<file path="config.mk">
export PLATFORM = sky130hd
export DESIGN_NAME = barcode_entry_sequencer
export DESIGN_NICKNAME = d
export VERILOG_FILES = /design/src/rtl/barcode_entry_sequencer.sv
export SDC_FILE = /design/constraint.sdc
export NUM_CORES = 1
export LEC_CHECK = 0
export ABC_AREA = 1
export CAP_MARGIN = 20
export CORE_UTILIZATION = 44
export CTS_CLUSTER_DIAMETER = 120
export DETAILED_ROUTE_END_ITERATION = 8
export GPL_TIMING_DRIVEN = 0
export HOLD_SLACK_MARGIN = 0.15
export PLACE_DENSITY_LB_ADDON = 0.08
export SLEW_MARGIN = 20
export SYNTH_ARGS = -nofsm -noshare
export SYNTH_HDL_FRONTEND = slang
export SYNTH_SLANG_ARGS = --single-unit
</file>
<file path="constraint.sdc">
create_clock -name clk -period 1.7 [get_ports clk]
set_input_delay 0.255 -clock clk [delete_from_list [all_inputs] [get_ports clk]]
set_output_delay 0.255 -clock clk [all_outputs]
set_load 0.01 [all_outputs]
</file>
<file path="src/rtl/barcode_entry_sequencer.sv">
`default_nettype none
// ============================================================================
// Module   : barcode_entry_sequencer
// Brief    : Keypad-to-barcode entry sequencer with a req/ack product lookup.
//            Optional lookup watchdog enabled by defining LOOKUP_WDOG_EN.
// Revision : 1.0 - initial release
// ============================================================================
module barcode_entry_sequencer #(
    parameter int NUM_DIGITS     = 4,
    parameter int TIMEOUT_CYCLES = 250000000,
    parameter int LOOKUP_TIMEOUT = 1024
) (
    input  logic                              clk,
    input  logic                              rst_n,
    input  logic                              key_valid,
    input  logic [3:0]                        key_code,
    input  logic                              lookup_ack,
    input  logic                              lookup_hit,
    output logic                              sr_enable,
    output logic [3:0]                        sr_digit,
    output logic                              sr_clr_n,
    output logic                              lookup_req,
    output logic                              result_valid,
    output logic                              result_hit,
    output logic                              entry_err,
    output logic [$clog2(NUM_DIGITS+1)-1:0]   digit_count,
    output logic                              busy
);

    localparam int CW = $clog2(NUM_DIGITS + 1);
    localparam int IW = (TIMEOUT_CYCLES > 2) ? $clog2(TIMEOUT_CYCLES) : 1;
    localparam logic [IW-1:0] c_idle_last = IW'(TIMEOUT_CYCLES - 1);
    localparam logic [CW-1:0] c_full_cnt  = CW'(NUM_DIGITS);

    typedef enum logic [2:0] {
        S_IDLE   = 3'd0,
        S_ENTRY  = 3'd1,
        S_FULL   = 3'd2,
        S_LOOKUP = 3'd3,
        S_RESULT = 3'd4,
        S_CLR    = 3'd5
    } state_t;

    state_t          r_state, w_state_nxt;
    logic            r_sr_enable, w_sr_enable_nxt;
    logic [3:0]      r_sr_digit, w_sr_digit_nxt;
    logic            r_sr_clr_n, w_sr_clr_n_nxt;
    logic            r_req, w_req_nxt;
    logic            r_rv, w_rv_nxt;
    logic            r_hit, w_hit_nxt;
    logic            r_err, w_err_nxt;
    logic [CW-1:0]   r_cnt, w_cnt_nxt;
    logic            r_busy, w_busy_nxt;
    logic [IW-1:0]   r_idle_cnt;
    logic            w_go_clr;

    logic w_is_digit, w_is_clear, w_is_enter, w_idle_expire, w_wdog_expire;
    logic [CW-1:0] w_cnt_inc;

    assign w_is_digit = (key_code <= 4'd9);
    assign w_is_clear = (key_code == 4'hA);
    assign w_is_enter = (key_code == 4'hB);
    assign w_cnt_inc  = r_cnt + CW'(1);
    assign w_idle_expire = ((r_state == S_ENTRY) || (r_state == S_FULL)) &&
                           (r_idle_cnt == c_idle_last);

`ifdef LOOKUP_WDOG_EN
    localparam int WW = (LOOKUP_TIMEOUT > 2) ? $clog2(LOOKUP_TIMEOUT) : 1;
    localparam logic [WW-1:0] c_wdog_last = WW'(LOOKUP_TIMEOUT - 1);
    logic [WW-1:0] r_wdog_cnt;

    // Counts from the edge that raised REQ; cleared whenever LOOKUP is left.
    always_ff @(posedge clk or negedge rst_n) begin
        if (!rst_n)
            r_wdog_cnt <= '0;
        else if ((r_state == S_LOOKUP) && (w_state_nxt == S_LOOKUP))
            r_wdog_cnt <= r_wdog_cnt + WW'(1);
        else
            r_wdog_cnt <= '0;
    end

    assign w_wdog_expire = (r_state == S_LOOKUP) && (r_wdog_cnt == c_wdog_last);
`else
    logic w_unused_wdog;
    assign w_unused_wdog = (LOOKUP_TIMEOUT > 0);
    assign w_wdog_expire = 1'b0;
`endif

    always_comb begin
        w_state_nxt     = r_state;
        w_sr_enable_nxt = 1'b0;
        w_sr_digit_nxt  = r_sr_digit;
        w_sr_clr_n_nxt  = 1'b1;
        w_req_nxt       = r_req;
        w_rv_nxt        = r_rv;
        w_hit_nxt       = r_hit;
        w_err_nxt       = r_err;
        w_cnt_nxt       = r_cnt;
        w_busy_nxt      = r_busy;
        w_go_clr        = 1'b0;

        case (r_state)
            S_IDLE, S_ENTRY: begin
                if (key_valid) begin
                    if (w_is_digit) begin
                        w_sr_enable_nxt = 1'b1;
                        w_sr_digit_nxt  = key_code;
                        w_cnt_nxt       = w_cnt_inc;
                        w_err_nxt       = 1'b0;
                        w_state_nxt     = (w_cnt_inc == c_full_cnt) ? S_FULL : S_ENTRY;
                    end else if (w_is_enter) begin
                        w_err_nxt = 1'b1;
                    end
                end else if (w_idle_expire) begin
                    w_go_clr = 1'b1;
                end
            end
            S_FULL: begin
                if (key_valid) begin
                    if (w_is_digit) begin
                        w_err_nxt = 1'b1;
                    end else if (w_is_enter) begin
                        w_req_nxt   = 1'b1;
                        w_busy_nxt  = 1'b1;
                        w_err_nxt   = 1'b0;
                        w_state_nxt = S_LOOKUP;
                    end
                end else if (w_idle_expire) begin
                    w_go_clr = 1'b1;
                end
            end
            S_LOOKUP: begin
                if (lookup_ack) begin
                    w_req_nxt   = 1'b0;
                    w_busy_nxt  = 1'b0;
                    w_hit_nxt   = lookup_hit;
                    w_rv_nxt    = 1'b1;
                    w_state_nxt = S_RESULT;
                end else if (w_wdog_expire) begin
                    w_req_nxt   = 1'b0;
                    w_busy_nxt  = 1'b0;
                    w_hit_nxt   = 1'b0;
                    w_rv_nxt    = 1'b1;
                    w_err_nxt   = 1'b1;
                    w_state_nxt = S_RESULT;
                end
            end
            S_RESULT: begin
                if (key_valid && w_is_enter)
                    w_go_clr = 1'b1;
            end
            S_CLR: begin
                w_state_nxt = S_IDLE;
            end
            default: begin
                w_state_nxt = S_IDLE;
            end
        endcase

        // CLEAR overrides everything else, including an ACK in the same cycle.
        if (key_valid && w_is_clear && (r_state != S_CLR))
            w_go_clr = 1'b1;

        if (w_go_clr) begin
            w_state_nxt     = S_CLR;
            w_sr_enable_nxt = 1'b0;
            w_sr_clr_n_nxt  = 1'b0;
            w_req_nxt       = 1'b0;
            w_busy_nxt      = 1'b0;
            w_rv_nxt        = 1'b0;
            w_hit_nxt       = 1'b0;
            w_err_nxt       = 1'b0;
            w_cnt_nxt       = '0;
        end
    end

    always_ff @(posedge clk or negedge rst_n) begin
        if (!rst_n) begin
            r_state     <= S_IDLE;
            r_sr_enable <= 1'b0;
            r_sr_digit  <= 4'h0;
            r_sr_clr_n  <= 1'b1;
            r_req       <= 1'b0;
            r_rv        <= 1'b0;
            r_hit       <= 1'b0;
            r_err       <= 1'b0;
            r_cnt       <= '0;
            r_busy      <= 1'b0;
        end else begin
            r_state     <= w_state_nxt;
            r_sr_enable <= w_sr_enable_nxt;
            r_sr_digit  <= w_sr_digit_nxt;
            r_sr_clr_n  <= w_sr_clr_n_nxt;
            r_req       <= w_req_nxt;
            r_rv        <= w_rv_nxt;
            r_hit       <= w_hit_nxt;
            r_err       <= w_err_nxt;
            r_cnt       <= w_cnt_nxt;
            r_busy      <= w_busy_nxt;
        end
    end

    // Any key strobe or leaving ENTRY/FULL restarts the inactivity window.
    always_ff @(posedge clk or negedge rst_n) begin
        if (!rst_n)
            r_idle_cnt <= '0;
        else if (key_valid || (w_state_nxt != r_state) ||
                 !((r_state == S_ENTRY) || (r_state == S_FULL)))
            r_idle_cnt <= '0;
        else
            r_idle_cnt <= r_idle_cnt + IW'(1);
    end

    assign sr_enable    = r_sr_enable;
    assign sr_digit     = r_sr_digit;
    assign sr_clr_n     = r_sr_clr_n;
    assign lookup_req   = r_req;
    assign result_valid = r_rv;
    assign result_hit   = r_hit;
    assign entry_err    = r_err;
    assign digit_count  = r_cnt;
    assign busy         = r_busy;

endmodule
`default_nettype wire
</file>
==> metrics.md <==
| Metric | Value |
|---|---|
| Status | `complete, no violations` |
| Commonest non-fill, non-tap cell in the layout | `nand2_1` |
| H-tree depth | `2` |
| DRC | `0` |
| Hold endpoint | `sr_digit[2]$_DFFE_PN0P_` |
| # setup viols final | `0` |
| Post-Syn Nets | `between 300 and 400` |
| FF+latch count, synth | `44` |
| Dpl cells | `445` |
| HPWL Detailed | `between 4000 and 5000 um` |
| DR vias | `around 2,300` |
| Worst min-delay path class | `in -> reg` |
| Final WL | `around 6400 um` |
| Pwr/cell area | `~1100 nW/um^2` |
| Starting Density | `0.461` |
| Global-route wire length before repair | `roughly 11,000 um` |
| Crit-path max cell delay | `0.41 ns` |
| ANT cells | `0` |
| RR Endpoint | `r_idle_cnt[8]$_DFF_PN0_` |
| Hold path start | `key_code[2]` |
| Mean Syn Cell Area | `around 7.3 um^2` |
| Final period util | `0.988` |
| Clock sink count | `44` |
| Layout cell share with drive strength beyond 1 | `0.213` |
| Cells after synthesis | `350` |
| Vias in the first global route | `2,233` |
| Final Skew | `a little under 0.01 ns` |
| Clock Latency Late Sink | `approximately 0.31 ns` |
| Max-cap violations | `0` |
| I/O Pins | `23` |
| Longest Clk Path Bufs | `2` |
| Crit path time final | `between 1.5 and 2 ns` |
| Final worst slack | `0.0196 ns` |
| Congestion Overflow GR | `0` |
| Post-Syn Area | `about 2600 um^2` |
| Transition time of the tightest slew-check pin | `between 0.5 and 0.6 ns` |
| Worst Setup Path Type | `reg -> reg` |
| Initial DRC Count | `about 130` |
| Final-stage net count | `between 400 and 500` |
| Die Y-Extent | `between 70 and 80 um` |
| Crit Path Max Fanout | `6` |
| GRT Total Usage | `0.227` |
| Hold path cells | `3` |
| Yosys warnings | `0` |
| Wire per inst | `~14 um` |
| IO Port Bufs | `22` |
| Clock root buffer master | `clkbuf_8` |
| CP startpoint kind | `register` |
| TritonCTS buffer count | `5` |
| Critical-path top delay cell | `dfrtp_1` |
| Initial antenna violation count | `0` |
| Die width | `78.2 um` |
| Pre-CTS WS | `-0.305 ns` |
| Drt via density | `roughly 4.9` |
| Peak VDD IR | `0.000738 V` |
| Endpoint class of the critical path | `register` |
| Seq/Total Area, Yosys | `0.431` |
| Full die area | `roughly 6000 um^2` |
| Max transition margin | `0.646` |
| Area grow syn2layout | `31.9%` |
| Reg2reg setup slack | `between 0.015 and 0.02 ns` |
| First-pass iteration count of the detailed router | `4` |
| Rows | `27` |
| Fin cells | `roughly 470` |
| Reg2reg start | `r_idle_cnt[0]$_DFF_PN0_` |
| Worst EP arrival | `around 1.9 ns` |
| R2R cell count | `12` |
| Number of nets still failing antenna checks after routing | `0` |
| Netlist cell types | `29` |
| RSZ-0062 raised after global routing | `yes` |
| Data required, critical path | `1.89 ns` |
| Clock Pin Slew Worst Setup and Hold Paths | `about 0.09 ns` |
| FMAX | `between 0.5 and 0.6 GHz` |
| Most frequent cells in the layout | `nand2_1, nor2_1, inv_1, dfrtp_1, nor2_2` |
| Pleak | `between 0.001 and 0.0015 uW` |
| Worst-path cell chain | `ha_4, nand3_4, nor2_2, nand2_2, nor2_2, nand3_2, nand3_2, nand2_2, nand2_4, buf_12, buf_8, nor2_1` |
| Max-slew violation count | `0` |
| Fin. Hold Viols | `0` |
| Largest net degree at the start of global routing | `24` |
| Core footprint | `about 5500 um^2` |
| CTS tree | `yes` |
| RD Place Congestion | `0.892` |
==> cells by family after synthesis <==
| family | Yosys count | share of synthesized area |
|---|---|---|
| buffers and inverters | 55 | 0.0901 |
| xor gates and xnor gates | 22 | 0.0754 |
| AOI/OAI and AO/OA | 12 | 0.0294 |
| DFF | 44 | 0.431 |
| and+or+nand+nor | 214 | 0.359 |
| adders and majority gates | 3 | 0.0147 |
==> cells in the mapped netlist <==
master,n,area share
nand2_4,1,0.0044
and3_1,1,0.0025
inv_2,2,0.0029
o21ai_0,6,0.012
a21oi_1,2,0.0039
buf_6,1,0.0044
inv_1,49,0.072
nand3_2,2,0.0078
nand3b_1,2,0.0059
nor3_1,16,0.031
dfrtp_1,43,0.42
xnor2_1,6,0.021
dfstp_2,1,0.010
nand3_1,22,0.043
buf_2,1,0.0020
o21ai_1,1,0.0020
a31oi_1,1,0.0025
nor2_1,71,0.10
xor2_1,16,0.055
buf_4,1,0.0029
ha_1,3,0.015
or2_2,1,0.0025
nor3_2,1,0.0039
buf_8,1,0.0059
a21oi_4,1,0.0064
o21a_1,1,0.0029
nand4_1,10,0.024
nand2_1,86,0.13
nor2_2,1,0.0025
==> critical path: cells and delay by family (launching register included) <==
family,cells,cell delay (ns)
flip-flops,1,0.41
buffers and inverters,2,0.26
adder cells (fa/ha/maj),1,0.17
AND/OR/NAND/NOR,9,0.72
==> state kept, by name (all words and copies together), names as in the netlist <==
register / count
result_hit: 1
busy: 1
digit_count: 3
r_idle_cnt: 28
entry_err: 1
sr_clr_n: 1
r_state: 3
sr_enable: 1
result_valid: 1
sr_digit: 4
==> report_power, final <==
part	switching, uW	internal (uW)	total, uW	leakage [uW]
Clock	386	481	867	0.0000614
Combinational	663	779	1440	0.000859
Sequential	140	1220	1360	0.000577
==> area by class of cell <==
class	instances	area, um^2
inverter	51	191
multi-input combinational	251	1370
clock inverter	2	38.8
timing repair buffer	42	445
tap	72	90.1
fill	519	2170
clock buffer	6	82.6
buffer	4	42.5
sequential	44	1110
==> per-stage QoR <==
| stage | TNS (ns) | area [um^2] | power [uW] | util | hold slack, ns |
|---|---|---|---|---|---|
| 2_1_floorplan | 0 | 2550 | 1930 | - | -0.0406 |
| 3_3_place_gp | -46.83 | 2870 | 2360 | 0.517 | 0.459 |
| 3_5_place_dp | -9.45 | 2890 | 2370 | 0.521 | 0.268 |
| 4_1_cts | -0.00327 | 3180 | 3520 | 0.574 | 0.472 |
| 5_1_grt | -1.70 | 3370 | 3900 | 0.608 | 0.327 |
| 6_report | 0 | 3370 | 3670 | 0.608 | 0.287 |
==> layer usage <==
layer | share of wire | GRT usage | routed length (um)
met1 | 0.49 | 0.336 | 3120
met2 | 0.45 | 0.332 | 2890
met3 | 0.053 | 0.0500 | 341
met4 | 0.011 | 0.0593 | 71
met5 | 0 | 0 | 0
==> worst max path at each step <==
stage | start | to | slack, ns
final | r_idle_cnt[0]$_DFF_PN0_ | r_idle_cnt[8]$_DFF_PN0_ | 0.02
after global routing | r_idle_cnt[0]$_DFF_PN0_ | r_idle_cnt[8]$_DFF_PN0_ | -0.07
after CTS | r_idle_cnt[1]$_DFF_PN0_ | r_idle_cnt[18]$_DFF_PN0_ | -0.003
after detailed placement | key_code[1] | sr_digit[0]$_DFFE_PN0P_ | -0.31
after global placement | rst_n | digit_count[1]$_DFFE_PN0P_ | -0.86
after floorplan | r_idle_cnt[0]$_DFF_PN0_ | r_idle_cnt[12]$_DFF_PN0_ | 0.07
==> timing repair <==
action,4_1_cts,5_1_grt
hold buffers,1,0
buffers inserted,8,8
setup endpoints to repair,39,39
gates resized for setup,11,48
pin swaps,6,8
cloned,2,0
hold endpoints to repair,21,0
No activity file was read; power rests on OpenSTA's default activity.
